--- config.mk ---
export PLATFORM = sky130hd
export DESIGN_NAME = regfile_ctrl_flat
export DESIGN_NICKNAME = d
export VERILOG_FILES = /design/src/rtl/regfile_ctrl_if.sv /design/src/rtl/regfile_ctrl.sv /design/src/flat_wrapper.sv
export SDC_FILE = /design/constraint.sdc
export NUM_CORES = 1
export LEC_CHECK = 0
export BUFFER_PORTS_ARGS = -buffer_cell sky130_fd_sc_hd__buf_2
export CAP_MARGIN = 20
export CELL_PAD_IN_SITES_DETAIL_PLACEMENT = 0
export CELL_PAD_IN_SITES_GLOBAL_PLACEMENT = 1
export CORE_ASPECT_RATIO = 0.75
export CORE_MARGIN = 10
export CORE_UTILIZATION = 30
export DETAILED_ROUTE_END_ITERATION = 7
export GPL_ROUTABILITY_DRIVEN = 1
export PLACE_DENSITY_LB_ADDON = 0.1
export SLEW_MARGIN = 20
export SYNTH_ARGS = -nofsm -noshare
export SYNTH_HDL_FRONTEND = slang
export SYNTH_SLANG_ARGS = --single-unit
--- constraint.sdc ---
create_clock -name sys_clk -period 3.52 [get_ports sys_clk]
set_input_delay 0.704 -clock sys_clk [delete_from_list [all_inputs] [get_ports sys_clk]]
set_output_delay 0.704 -clock sys_clk [all_outputs]
set_load 0.03 [all_outputs]
--- src/rtl/regfile_ctrl_if.sv ---
// Bundles the instruction handshake, register file access and retire-report
// signals of the register file sequencer.
// master: instruction source / register file side. slave: the sequencer.
interface regfile_ctrl_if #(
    parameter int DW   = 8,
    parameter int AW   = 3,
    parameter int CNTW = 16
);
    localparam int IW = 3 + 3 * AW + DW;

    logic            instr_valid;
    logic            instr_ready;
    logic [IW-1:0]   instr;
    logic [AW-1:0]   ra1;
    logic [AW-1:0]   ra2;
    logic [DW-1:0]   rd1;
    logic [DW-1:0]   rd2;
    logic [AW-1:0]   wa;
    logic [DW-1:0]   wd;
    logic            we;
    logic            res_valid;
    logic [DW-1:0]   res_data;
    logic            res_zero;
    logic            res_carry;
    logic [CNTW-1:0] retire_cnt;

    modport master (
        output instr_valid, instr, rd1, rd2,
        input  instr_ready, ra1, ra2, wa, wd, we,
               res_valid, res_data, res_zero, res_carry, retire_cnt
    );

    modport slave (
        input  instr_valid, instr, rd1, rd2,
        output instr_ready, ra1, ra2, wa, wd, we,
               res_valid, res_data, res_zero, res_carry, retire_cnt
    );
endinterface

--- src/rtl/regfile_ctrl.sv ---
// Register file sequencer: accepts one micro-instruction, reads two operands,
// computes an 8-bit result and writes it back, one instruction per 3 cycles.
//
// state | meaning
// IDLE  | ready for an instruction; handshake latches op/dst/imm and read addrs
// EXEC  | read addresses driven; ALU result and carry registered at cycle end
// WRITE | write-back (skipped for NOP) and retire pulse; counter bumps at end
module regfile_ctrl #(
    parameter int DW   = 8,
    parameter int AW   = 3,
    parameter int CNTW = 16
) (
    input  logic            sys_clk,
    input  logic            sys_rst,
    regfile_ctrl_if.slave   bus
);
    localparam int IW = 3 + 3 * AW + DW;

    localparam logic [2:0] OP_NOP = 3'd0;
    localparam logic [2:0] OP_ADD = 3'd1;
    localparam logic [2:0] OP_SUB = 3'd2;
    localparam logic [2:0] OP_AND = 3'd3;
    localparam logic [2:0] OP_OR  = 3'd4;
    localparam logic [2:0] OP_XOR = 3'd5;
    localparam logic [2:0] OP_LDI = 3'd6;
    localparam logic [2:0] OP_MOV = 3'd7;

    typedef enum logic [1:0] {
        IDLE  = 2'd0,
        EXEC  = 2'd1,
        WRITE = 2'd2
    } state_t;

    state_t          state;
    state_t          state_nxt;
    logic            accept;

    logic [2:0]      op_q;
    logic [AW-1:0]   dst_q;
    logic [DW-1:0]   imm_q;
    logic [AW-1:0]   ra1_q;
    logic [AW-1:0]   ra2_q;
    logic [DW-1:0]   result_q;
    logic            zero_q;
    logic            carry_q;
    logic [AW-1:0]   wa_q;
    logic [DW-1:0]   wd_q;
    logic [CNTW-1:0] retire_cnt_q;

    logic [DW:0]     alu_ext;
    logic [DW-1:0]   alu_res;
    logic            alu_carry;

    logic            instr_ready_c;
    logic            we_c;
    logic            res_valid_c;

    assign accept = instr_ready_c && bus.instr_valid;

    // State register; reset wins over a same-cycle handshake.
    always_ff @(posedge sys_clk) begin
        if (sys_rst) state <= IDLE;
        else         state <= state_nxt;
    end

    // Next-state: each of EXEC and WRITE lasts exactly one cycle.
    always_comb begin
        state_nxt = state;
        case (state)
            IDLE:    if (bus.instr_valid) state_nxt = EXEC;
            EXEC:    state_nxt = WRITE;
            WRITE:   state_nxt = IDLE;
            default: state_nxt = IDLE;
        endcase
    end

    // Output decode; NOP retires without touching the register file.
    always_comb begin
        instr_ready_c = 1'b0;
        we_c          = 1'b0;
        res_valid_c   = 1'b0;
        case (state)
            IDLE:    instr_ready_c = 1'b1;
            WRITE: begin
                res_valid_c = 1'b1;
                we_c        = (op_q != OP_NOP);
            end
            default: ;
        endcase
    end

    // ALU on live register file data; the extra top bit carries out/borrow.
    always_comb begin
        alu_ext = '0;
        case (op_q)
            OP_ADD:  alu_ext = {1'b0, bus.rd1} + {1'b0, bus.rd2};
            OP_SUB:  alu_ext = {1'b0, bus.rd1} - {1'b0, bus.rd2};
            OP_AND:  alu_ext = {1'b0, bus.rd1 & bus.rd2};
            OP_OR:   alu_ext = {1'b0, bus.rd1 | bus.rd2};
            OP_XOR:  alu_ext = {1'b0, bus.rd1 ^ bus.rd2};
            OP_LDI:  alu_ext = {1'b0, imm_q};
            OP_MOV:  alu_ext = {1'b0, bus.rd1};
            default: alu_ext = '0;
        endcase
    end

    assign alu_res   = alu_ext[DW-1:0];
    assign alu_carry = alu_ext[DW];

    // Datapath registers; wa/wd only move for ops that actually write back.
    always_ff @(posedge sys_clk) begin
        if (sys_rst) begin
            op_q         <= OP_NOP;
            dst_q        <= '0;
            imm_q        <= '0;
            ra1_q        <= '0;
            ra2_q        <= '0;
            result_q     <= '0;
            zero_q       <= 1'b0;
            carry_q      <= 1'b0;
            wa_q         <= '0;
            wd_q         <= '0;
            retire_cnt_q <= '0;
        end else begin
            if (accept) begin
                op_q  <= bus.instr[IW-1 -: 3];
                dst_q <= bus.instr[IW-4 -: AW];
                ra1_q <= bus.instr[IW-4-AW -: AW];
                ra2_q <= bus.instr[IW-4-2*AW -: AW];
                imm_q <= bus.instr[DW-1:0];
            end
            if (state == EXEC) begin
                result_q <= alu_res;
                zero_q   <= (alu_res == '0);
                carry_q  <= alu_carry;
                if (op_q != OP_NOP) begin
                    wa_q <= dst_q;
                    wd_q <= alu_res;
                end
            end
            if (state == WRITE) retire_cnt_q <= retire_cnt_q + CNTW'(1);
        end
    end

    assign bus.instr_ready = instr_ready_c;
    assign bus.ra1         = ra1_q;
    assign bus.ra2         = ra2_q;
    assign bus.wa          = wa_q;
    assign bus.wd          = wd_q;
    assign bus.we          = we_c;
    assign bus.res_valid   = res_valid_c;
    assign bus.res_data    = result_q;
    assign bus.res_zero    = zero_q;
    assign bus.res_carry   = carry_q;
    assign bus.retire_cnt  = retire_cnt_q;
endmodule

--- src/flat_wrapper.sv ---
// flat-port wrapper written by rule: the top's interface ports become plain ports
module regfile_ctrl_flat 
#(
    parameter int DW   = 8,
    parameter int AW   = 3,
    parameter int CNTW = 16
)
  (sys_clk, sys_rst, bus_instr_valid, bus_instr, bus_rd1, bus_rd2, bus_instr_ready, bus_ra1, bus_ra2, bus_wa, bus_wd, bus_we, bus_res_valid, bus_res_data, bus_res_zero, bus_res_carry, bus_retire_cnt);
  regfile_ctrl_if #(.DW(DW), .AW(AW), .CNTW(CNTW)) bus_i ();
  input  logic sys_clk;
  input  logic sys_rst;
  input wire logic [$bits(bus_i.instr_valid)-1:0] bus_instr_valid;
  input wire logic [$bits(bus_i.instr)-1:0] bus_instr;
  input wire logic [$bits(bus_i.rd1)-1:0] bus_rd1;
  input wire logic [$bits(bus_i.rd2)-1:0] bus_rd2;
  output wire logic [$bits(bus_i.instr_ready)-1:0] bus_instr_ready;
  output wire logic [$bits(bus_i.ra1)-1:0] bus_ra1;
  output wire logic [$bits(bus_i.ra2)-1:0] bus_ra2;
  output wire logic [$bits(bus_i.wa)-1:0] bus_wa;
  output wire logic [$bits(bus_i.wd)-1:0] bus_wd;
  output wire logic [$bits(bus_i.we)-1:0] bus_we;
  output wire logic [$bits(bus_i.res_valid)-1:0] bus_res_valid;
  output wire logic [$bits(bus_i.res_data)-1:0] bus_res_data;
  output wire logic [$bits(bus_i.res_zero)-1:0] bus_res_zero;
  output wire logic [$bits(bus_i.res_carry)-1:0] bus_res_carry;
  output wire logic [$bits(bus_i.retire_cnt)-1:0] bus_retire_cnt;
  assign bus_i.instr_valid = bus_instr_valid;
  assign bus_i.instr = bus_instr;
  assign bus_i.rd1 = bus_rd1;
  assign bus_i.rd2 = bus_rd2;
  assign bus_instr_ready = bus_i.instr_ready;
  assign bus_ra1 = bus_i.ra1;
  assign bus_ra2 = bus_i.ra2;
  assign bus_wa = bus_i.wa;
  assign bus_wd = bus_i.wd;
  assign bus_we = bus_i.we;
  assign bus_res_valid = bus_i.res_valid;
  assign bus_res_data = bus_i.res_data;
  assign bus_res_zero = bus_i.res_zero;
  assign bus_res_carry = bus_i.res_carry;
  assign bus_retire_cnt = bus_i.retire_cnt;
  regfile_ctrl #(.DW(DW), .AW(AW), .CNTW(CNTW)) u_core (.sys_clk(sys_clk), .sys_rst(sys_rst), .bus(bus_i));
endmodule
==> results of run 1 <==
area by class of cell:
type | count | area (µm²)
Clock buffer | 11 | 252.7
Multi-Input combinational cell | 322 | 2048
Inverter | 24 | 90.09
Clock inverter | 5 | 27.53
Antenna cell | 1 | 2.502
Sequential cell | 59 | 1181
Fill cell | 1186 | 6774
Timing Repair Buffer | 91 | 473.0
Tap cell | 140 | 175.2
sequential cells by signal, summed over array words and instances, names as in the netlist:
signal	count
u_core.bus.retire_cnt	16
u_core.bus.res_zero	1
u_core.bus.wa	3
u_core.state	2
u_core.bus.ra2	3
u_core.bus.wd	8
u_core.bus.res_carry	1
u_core.imm_q	8
u_core.bus.res_data	8
u_core.op_q	3
u_core.dst_q	3
u_core.bus.ra1	3
synthesized netlist by cell type, types with 2 or more instances:
library cell | count | area [µm²]
xor2_1 | 10 | 87.58
a211o_1 | 2 | 17.52
buf_2 | 3 | 15.01
o21a_1 | 3 | 22.52
a21oi_1 | 49 | 245.2
ha_1 | 26 | 325.3
o31a_1 | 2 | 17.52
buf_6 | 2 | 22.52
xnor2_1 | 12 | 105.1
nand3b_1 | 4 | 30.03
nor3_1 | 5 | 25.02
nor2b_1 | 11 | 68.82
inv_1 | 24 | 90.09
mux2i_1 | 4 | 40.04
or2_2 | 4 | 25.02
nand2_1 | 80 | 300.3
dfxtp_1 | 59 | 1181
nand3_1 | 8 | 40.04
or3_1 | 3 | 18.77
nor2_1 | 25 | 93.84
clkbuf_1 | 16 | 60.06
o31ai_1 | 2 | 15.01
a31oi_1 | 5 | 31.28
nor3b_1 | 2 | 15.01
or3b_2 | 2 | 17.52
nand4_1 | 5 | 31.28
and3_1 | 3 | 18.77
mux2_2 | 4 | 45.04
a211oi_1 | 3 | 22.52
a22oi_1 | 3 | 22.52
o21ai_0 | 14 | 70.07
nand2b_1 | 5 | 31.28
report_power, final:
| part | total, mW | internal, mW | switching [mW] | leakage [nW] |
|---|---|---|---|---|
| registers | 0.701 | 0.690 | 0.0114 | 0.479 |
| clock network | 0.807 | 0.509 | 0.298 | 0.141 |
| logic | 0.369 | 0.144 | 0.225 | 1.24 |
| total | 1.88 | 1.34 | 0.535 | 1.86 |
kinds of logic (layout without fill, tap and decap cells):
family	Yosys count	after routing	share of synthesized area [%]
XOR/XNOR	22	22	5.633
multiplexers	9	9	3.145
other	0	1	0
AND/OR/NAND/NOR	163	163	22.35
AO/OA/AOI/OAI	101	101	18.65
flip-flops	59	59	34.53
adder cells (fa/ha/maj)	27	27	10.10
buffers and inverters	46	131	5.596
through the flow:
| step | area (µm²) | utilization [%] | setup WS, ns | power [mW] | instances |
|---|---|---|---|---|---|
| 5_1_grt | 4248 | 38.53 | 0.2398 | 1.981 | 652 |
| 3_3_place_gp | 3968 | 35.99 | 0.1182 | 1.083 | 636 |
| 2_1_floorplan | 3421 | - | 0.2118 | 0.9708 | 427 |
| 3_5_place_dp | 3968 | 35.99 | 0.05884 | 1.084 | 636 |
| 6_report | 4250 | 38.55 | 0.3753 | 1.877 | 653 |
| 4_1_cts | 4248 | 38.53 | 0.3832 | 1.900 | 652 |
worst max-delay path, stage by stage:
cell and delay (ns):
buf_2 0.11, inv_1 0.06, ha_1 0.28, mux2i_1 0.23, fa_1 0.47, mux4_2 0.46
nand2_1 0.07, o21ai_0 0.14, nand4b_1 0.20, or4_1 0.43, o41ai_2 0.20
path summary, 6_finish.rpt:
path                     from                   to  slack, ns  cells past startpoint
min reg2reg  u_core.bus.wd[4]     u_core.bus.wd[4]       0.45                      2
max                bus_rd2[0]  u_core.bus.res_zero       0.38                     11
max reg2reg    u_core.op_q[1]  u_core.bus.res_zero       0.39                     10
min          u_core.bus.wd[4]     u_core.bus.wd[4]       0.45                      2
per-layer routing:
metal / vias up / wire [µm] / track usage [%]
met4: 2 / 64 / 2.376
met5: - / 18 / 0
met1: 1441 / 5634 / 19.01
met2: 66 / 4077 / 17.65
met3: 9 / 708 / 4.844
li1: 1641 / - / -
==> flow_metrics.env, run 1 <==
export IMPL_drt_iter0_markers=183
export IMPL_cts_reportedPaths_clkPinSlew_ns=0.05
export IMPL_hold_buffers=0
export IMPL_grt_overflow=0
export IMPL_grt_pass1_wl_mm=17.02
export IMPL_clock_fmax_mhz=318.0
export IMPL_dr_total_vias=3159
export IMPL_hold_class="flop to flop"
export IMPL_path_class="primary input to flop"
export IMPL_syn_to_final_growth_pct=24.25
export IMPL_syn_nets=493
export IMPL_period_needed_ns=3.145
export IMPL_hold_ws_ns=0.4527
export IMPL_wirelength_mm=10.50
export IMPL_synthCells=427
export IMPL_cts_repair_resized=0
export IMPL_most_common_layout_cells="buf_2, nand2_1, dfxtp_1"
export IMPL_cts_tree="yes"
export IMPL_slew_viol_final=0
export IMPL_die_w_um=143.3
export IMPL_htree_levels=3
export IMPL_pin_count=85
export IMPL_leakage_nw=1.864
export IMPL_portBuffers=84
export IMPL_die_area_um2=16120
export IMPL_drt_vias_per_instance=4.838
export IMPL_antenna_found_initial=1
export IMPL_synthFlopType="dfxtp_1"
export IMPL_drc=0
export IMPL_status="completed"
export IMPL_cts_setup_buffers=0
export IMPL_ys_ff_latch=59
export IMPL_syn_area_per_cell_um2=8.011
export IMPL_dr_pass1_iters=4
export IMPL_fin_tns_setup_ns=0
export IMPL_start_util_pct=31.03
export IMPL_grt_max_degree=59
export IMPL_grt_total_usage_pct=13.01
export IMPL_rsz0062_at_grt="no"
export IMPL_clkSinkCount=59
export IMPL_irDropWorstVdd_mv=0.2596
export IMPL_hold_viol=0
export IMPL_synth_area_um2=3421
export IMPL_clk_path_buf_depth=2
export IMPL_cp_arrival_ns=3.37
export IMPL_max_cap_viol_count=0
export IMPL_gp_congestion=0.8731
export IMPL_yosysSeqAreaShare_pct=34.53
export IMPL_final_common_cell="buf_2"
export IMPL_drtAntennaViolNets=0
export IMPL_clock_skew_ns=0.006607
export IMPL_drive_gt1_share_pct=23.83
export IMPL_timing_final_crit_share_pct=89.34
export IMPL_cts_root_buffer="clkbuf_16"
export IMPL_start_kind="primary input"
export IMPL_cts_buffers=9
export IMPL_endpoint_kind="flop"
export IMPL_core_rowCount=33
export IMPL_crit_required_ns=3.74
export IMPL_async_flop_share_pct=0
export IMPL_critPathMaxFanout=4
export IMPL_dp_hpwl_mm=8.211
export IMPL_clock_latency_ns=0.32
export IMPL_synth_cell_type_count=59
export IMPL_num_nets_final=573
export IMPL_synth_edf_count=0
export IMPL_power_density_nw_per_um2=441.6
export IMPL_ys_warn_count=0
export IMPL_final_setup_viol_count=0
export IMPL_slew_limit_headroom_pct=52.61
export IMPL_routedWlPerCell_um=16.08
export IMPL_core_area_um2=11020
export IMPL_first_global_vias=3192
export IMPL_chipHeight_um=112.5
export IMPL_tightest_slew_ns=0.7091
No activity file was read; power rests on OpenSTA's default activity.
==> inputs of run 2 (changes only) <==
--- a/config.mk
+++ b/config.mk
@@ -5,8 +5,8 @@
 export SDC_FILE = /design/constraint.sdc
 export NUM_CORES = 1
 export LEC_CHECK = 0
+export ABC_AREA = 1
 export BUFFER_PORTS_ARGS = -buffer_cell sky130_fd_sc_hd__buf_2
-export CAP_MARGIN = 20
 export CELL_PAD_IN_SITES_DETAIL_PLACEMENT = 0
 export CELL_PAD_IN_SITES_GLOBAL_PLACEMENT = 1
 export CORE_ASPECT_RATIO = 0.75
==> constraint.sdc (replaced) <==
create_clock -name sys_clk -period 3.52 [get_ports sys_clk]
set_input_delay 0.352 -clock sys_clk [delete_from_list [all_inputs] [get_ports sys_clk]]
set_output_delay 0.352 -clock sys_clk [all_outputs]
set_load 0.03 [all_outputs]
==> flow_metrics.env, run 2 <==
export IMPL_status="completed"
export IMPL_slowest_stage="dfxtp_1"
export IMPL_synth_edf_count=0
export IMPL_cts_buffers=9
export IMPL_dp_hpwl_mm=8.757
export IMPL_start_kind="flop"
export IMPL_dr_total_vias=3505
export IMPL_muxShareOfSynthArea_pct=0
export IMPL_grt_max_degree=37
export IMPL_critPathMaxFanout=11
export IMPL_die_w_um=144.9
export IMPL_cp_top_family="simple AND/OR/NAND/NOR gates"
export IMPL_crit_top_cell="nand2_1"
export IMPL_synth_xor_area_share_pct=1.747
export IMPL_grt_overflow=0
export IMPL_leakage_nw=2.244
export IMPL_hold_ws_ns=0.2821
export IMPL_syn_to_final_growth_pct=25.45
export IMPL_routedWlPerCell_um=14.24
export IMPL_chipHeight_um=113.7
export IMPL_power_density_nw_per_um2=469.5
export IMPL_clock_fmax_mhz=351.9
export IMPL_cpPeakStageDelay_ns=0.60
export IMPL_core_area_um2=11530
export IMPL_htree_levels=3
export IMPL_antenna_found_initial=2
export IMPL_grt_pass1_wl_mm=17.74
export IMPL_synth_commonest_cells="nand2_1, nor2_1, inv_1"
export IMPL_clock_skew_ns=0.006840
export IMPL_largest_reg_flops=16
export IMPL_slew_limit_headroom_pct=33.97
export IMPL_start_util_pct=30.44
export IMPL_crit_required_ns=3.78
export IMPL_drc=0
export IMPL_cts_reportedPaths_clkPinSlew_ns=0.05
export IMPL_cts_repair_resized=0
export IMPL_synthCells=519
export IMPL_max_cap_viol_count=0
export IMPL_async_flop_share_pct=0
export IMPL_rsz0062_at_grt="no"
export IMPL_num_nets_final=669
export IMPL_pin_count=85
export IMPL_drive_gt1_share_pct=20.10
export IMPL_cts_tree="yes"
export IMPL_path_cells="inv_2, nand3_2, inv_2, or2_2, xor2_1, inv_1, ha_1, or2_2, nand3_1, nand2_1, nand2_1, nand2_1, nand2_1, nand2_1, nand2_1, nand3_1, a21oi_1"
export IMPL_synth_cell_type_count=33
export IMPL_cts_setup_buffers=0
export IMPL_yosysSeqAreaShare_pct=33.65
export IMPL_synth_simple_gate_area_share_pct=33.48
export IMPL_path_class="flop to flop"
export IMPL_hold_class="primary input to flop"
export IMPL_dp_cells=754
export IMPL_die_area_um2=16470
export IMPL_drtAntennaViolNets=0
export IMPL_crit_buf_inv=3
export IMPL_most_common_layout_cells="nand2_1, nor2_1, buf_2"
export IMPL_synth_compound_area_share_pct=12.05
export IMPL_first_global_vias=3388
export IMPL_timing_final_crit_share_pct=80.73
export IMPL_final_common_cell="nand2_1"
export IMPL_syn_area_per_cell_um2=6.762
export IMPL_core_rowCount=34
export IMPL_slew_viol_final=0
export IMPL_tightest_slew_ns=0.9893
export IMPL_gp_congestion=0.8092
export IMPL_clock_latency_ns=0.32
export IMPL_endpoint_kind="flop"
export IMPL_ys_ff_latch=59
export IMPL_wirelength_mm=10.96
export IMPL_clk_path_buf_depth=2
export IMPL_period_needed_ns=2.842
export IMPL_yosysTopAreaCell="dfxtp_1"
export IMPL_cp_arrival_ns=3.10
export IMPL_synth_area_top_cells="dfxtp_1, nand2_1, nor2_1"
export IMPL_syn_nets=585
export IMPL_fin_tns_setup_ns=0
export IMPL_synthFlopType="dfxtp_1"
export IMPL_drt_vias_per_instance=4.552
export IMPL_dr_pass1_iters=4
export IMPL_ys_warn_count=0
export IMPL_irDropWorstVdd_mv=0.2321
export IMPL_yosysMostFrequentCell="nand2_1"
export IMPL_synth_top_family_by_area="simple AND/OR/NAND/NOR gates"
export IMPL_synth_area_um2=3510
export IMPL_synthAdderAreaFrac_pct=9.840
export IMPL_final_cells=770
export IMPL_yosysTopAreaCellShare_pct=33.65
export IMPL_drt_iter0_markers=163
export IMPL_portBuffers=84
export IMPL_clkSinkCount=59
export IMPL_hold_viol=0
export IMPL_grt_total_usage_pct=13.61
export IMPL_hold_buffers=0
export IMPL_cts_root_buffer="clkbuf_16"
export IMPL_final_setup_viol_count=0
## run 2: changes by cell type after synthesis, moves of 11 or more
cell / before / now
nand2_1: 80 / 112
o21ai_0: 14 / 36
nor2_1: 25 / 87
inv_1: 24 / 60
a21oi_1: 49 / 33
xnor2_1: 12 / 0
nor2b_1: 11 / 0
nand3_1: 8 / 20
nand4_1: 5 / 17
## run 2: path summary, 6_finish.rpt
check | start | endpoint | slack, ns | cells after the start
worst max register to register | u_core.op_q[0] | u_core.bus.res_carry | 0.68 | 17
worst max-delay path | u_core.op_q[0] | u_core.bus.res_carry | 0.68 | 17
worst min register to register | u_core.bus.res_data[7] | u_core.bus.res_data[7] | 0.46 | 2
worst min-delay path | bus_instr[8] | u_core.bus.ra2[0] | 0.28 | 3
## run 2: final cells by class
| class | count | area [µm²] |
|---|---|---|
| fillers | 1270 | 7126 |
| multi-input cells | 378 | 2004 |
| flip-flops and latches | 59 | 1181 |
| repair buffers | 87 | 442.9 |
| clock buffers | 14 | 284.0 |
| inverters | 68 | 255.2 |
| well taps | 162 | 202.7 |
| clock inverters | 1 | 30.03 |
| diodes | 1 | 2.502 |
## run 2: kinds of logic (layout without fill, tap and decap cells)
family                   count (synthesis)  in the layout
other                                    0              1
XOR/XNOR                                 7              7
AO/OA/AOI/OAI                           79             79
adder cells (fa/ha/maj)                 27             27
AND/OR/NAND/NOR                        265            265
flip-flops                              59             59
buffers and inverters                   82            170
## run 2: metrics by stage
step | setup slack [ns] | util (%) | total power, mW | area [µm²]
final | 0.6784 | 38.19 | 2.067 | 4403
after global routing | 0.3893 | 38.19 | 2.187 | 4403
after CTS | 0.6725 | 38.17 | 2.096 | 4400
after detailed placement | 0.6699 | 35.45 | 1.179 | 4086
after global placement | 0.6889 | 35.45 | 1.180 | 4086
after floorplan | 1.154 | - | 1.039 | 3510
## run 2: power by group
group	switching [mW]	internal (mW)	total (mW)	leakage, nW
clock	0.284	0.620	0.905	0.155
sequential	0.0224	0.704	0.727	0.482
combinational	0.293	0.143	0.436	1.61
## run 2: routing by layer
layer  GRT usage [%]  part of all wire, %  vias to the layer above  wire (µm)
li1                -                    -                     1839          -
met1           19.74                   53                     1572       5793
met2           18.44                   39                       85       4222
met3           5.316                  7.9                        9        871
met4           2.621                 0.69                        0         76
met5               0                    0                        -          0
## run 2: tightest hold or removal path, delay by kind of cell
kind / cells / cell delay [ns]
AOI/OAI and AO/OA: 1 / 0.07
buffers and inverters: 1 / 0.07
and+or+nand+nor: 1 / 0.08
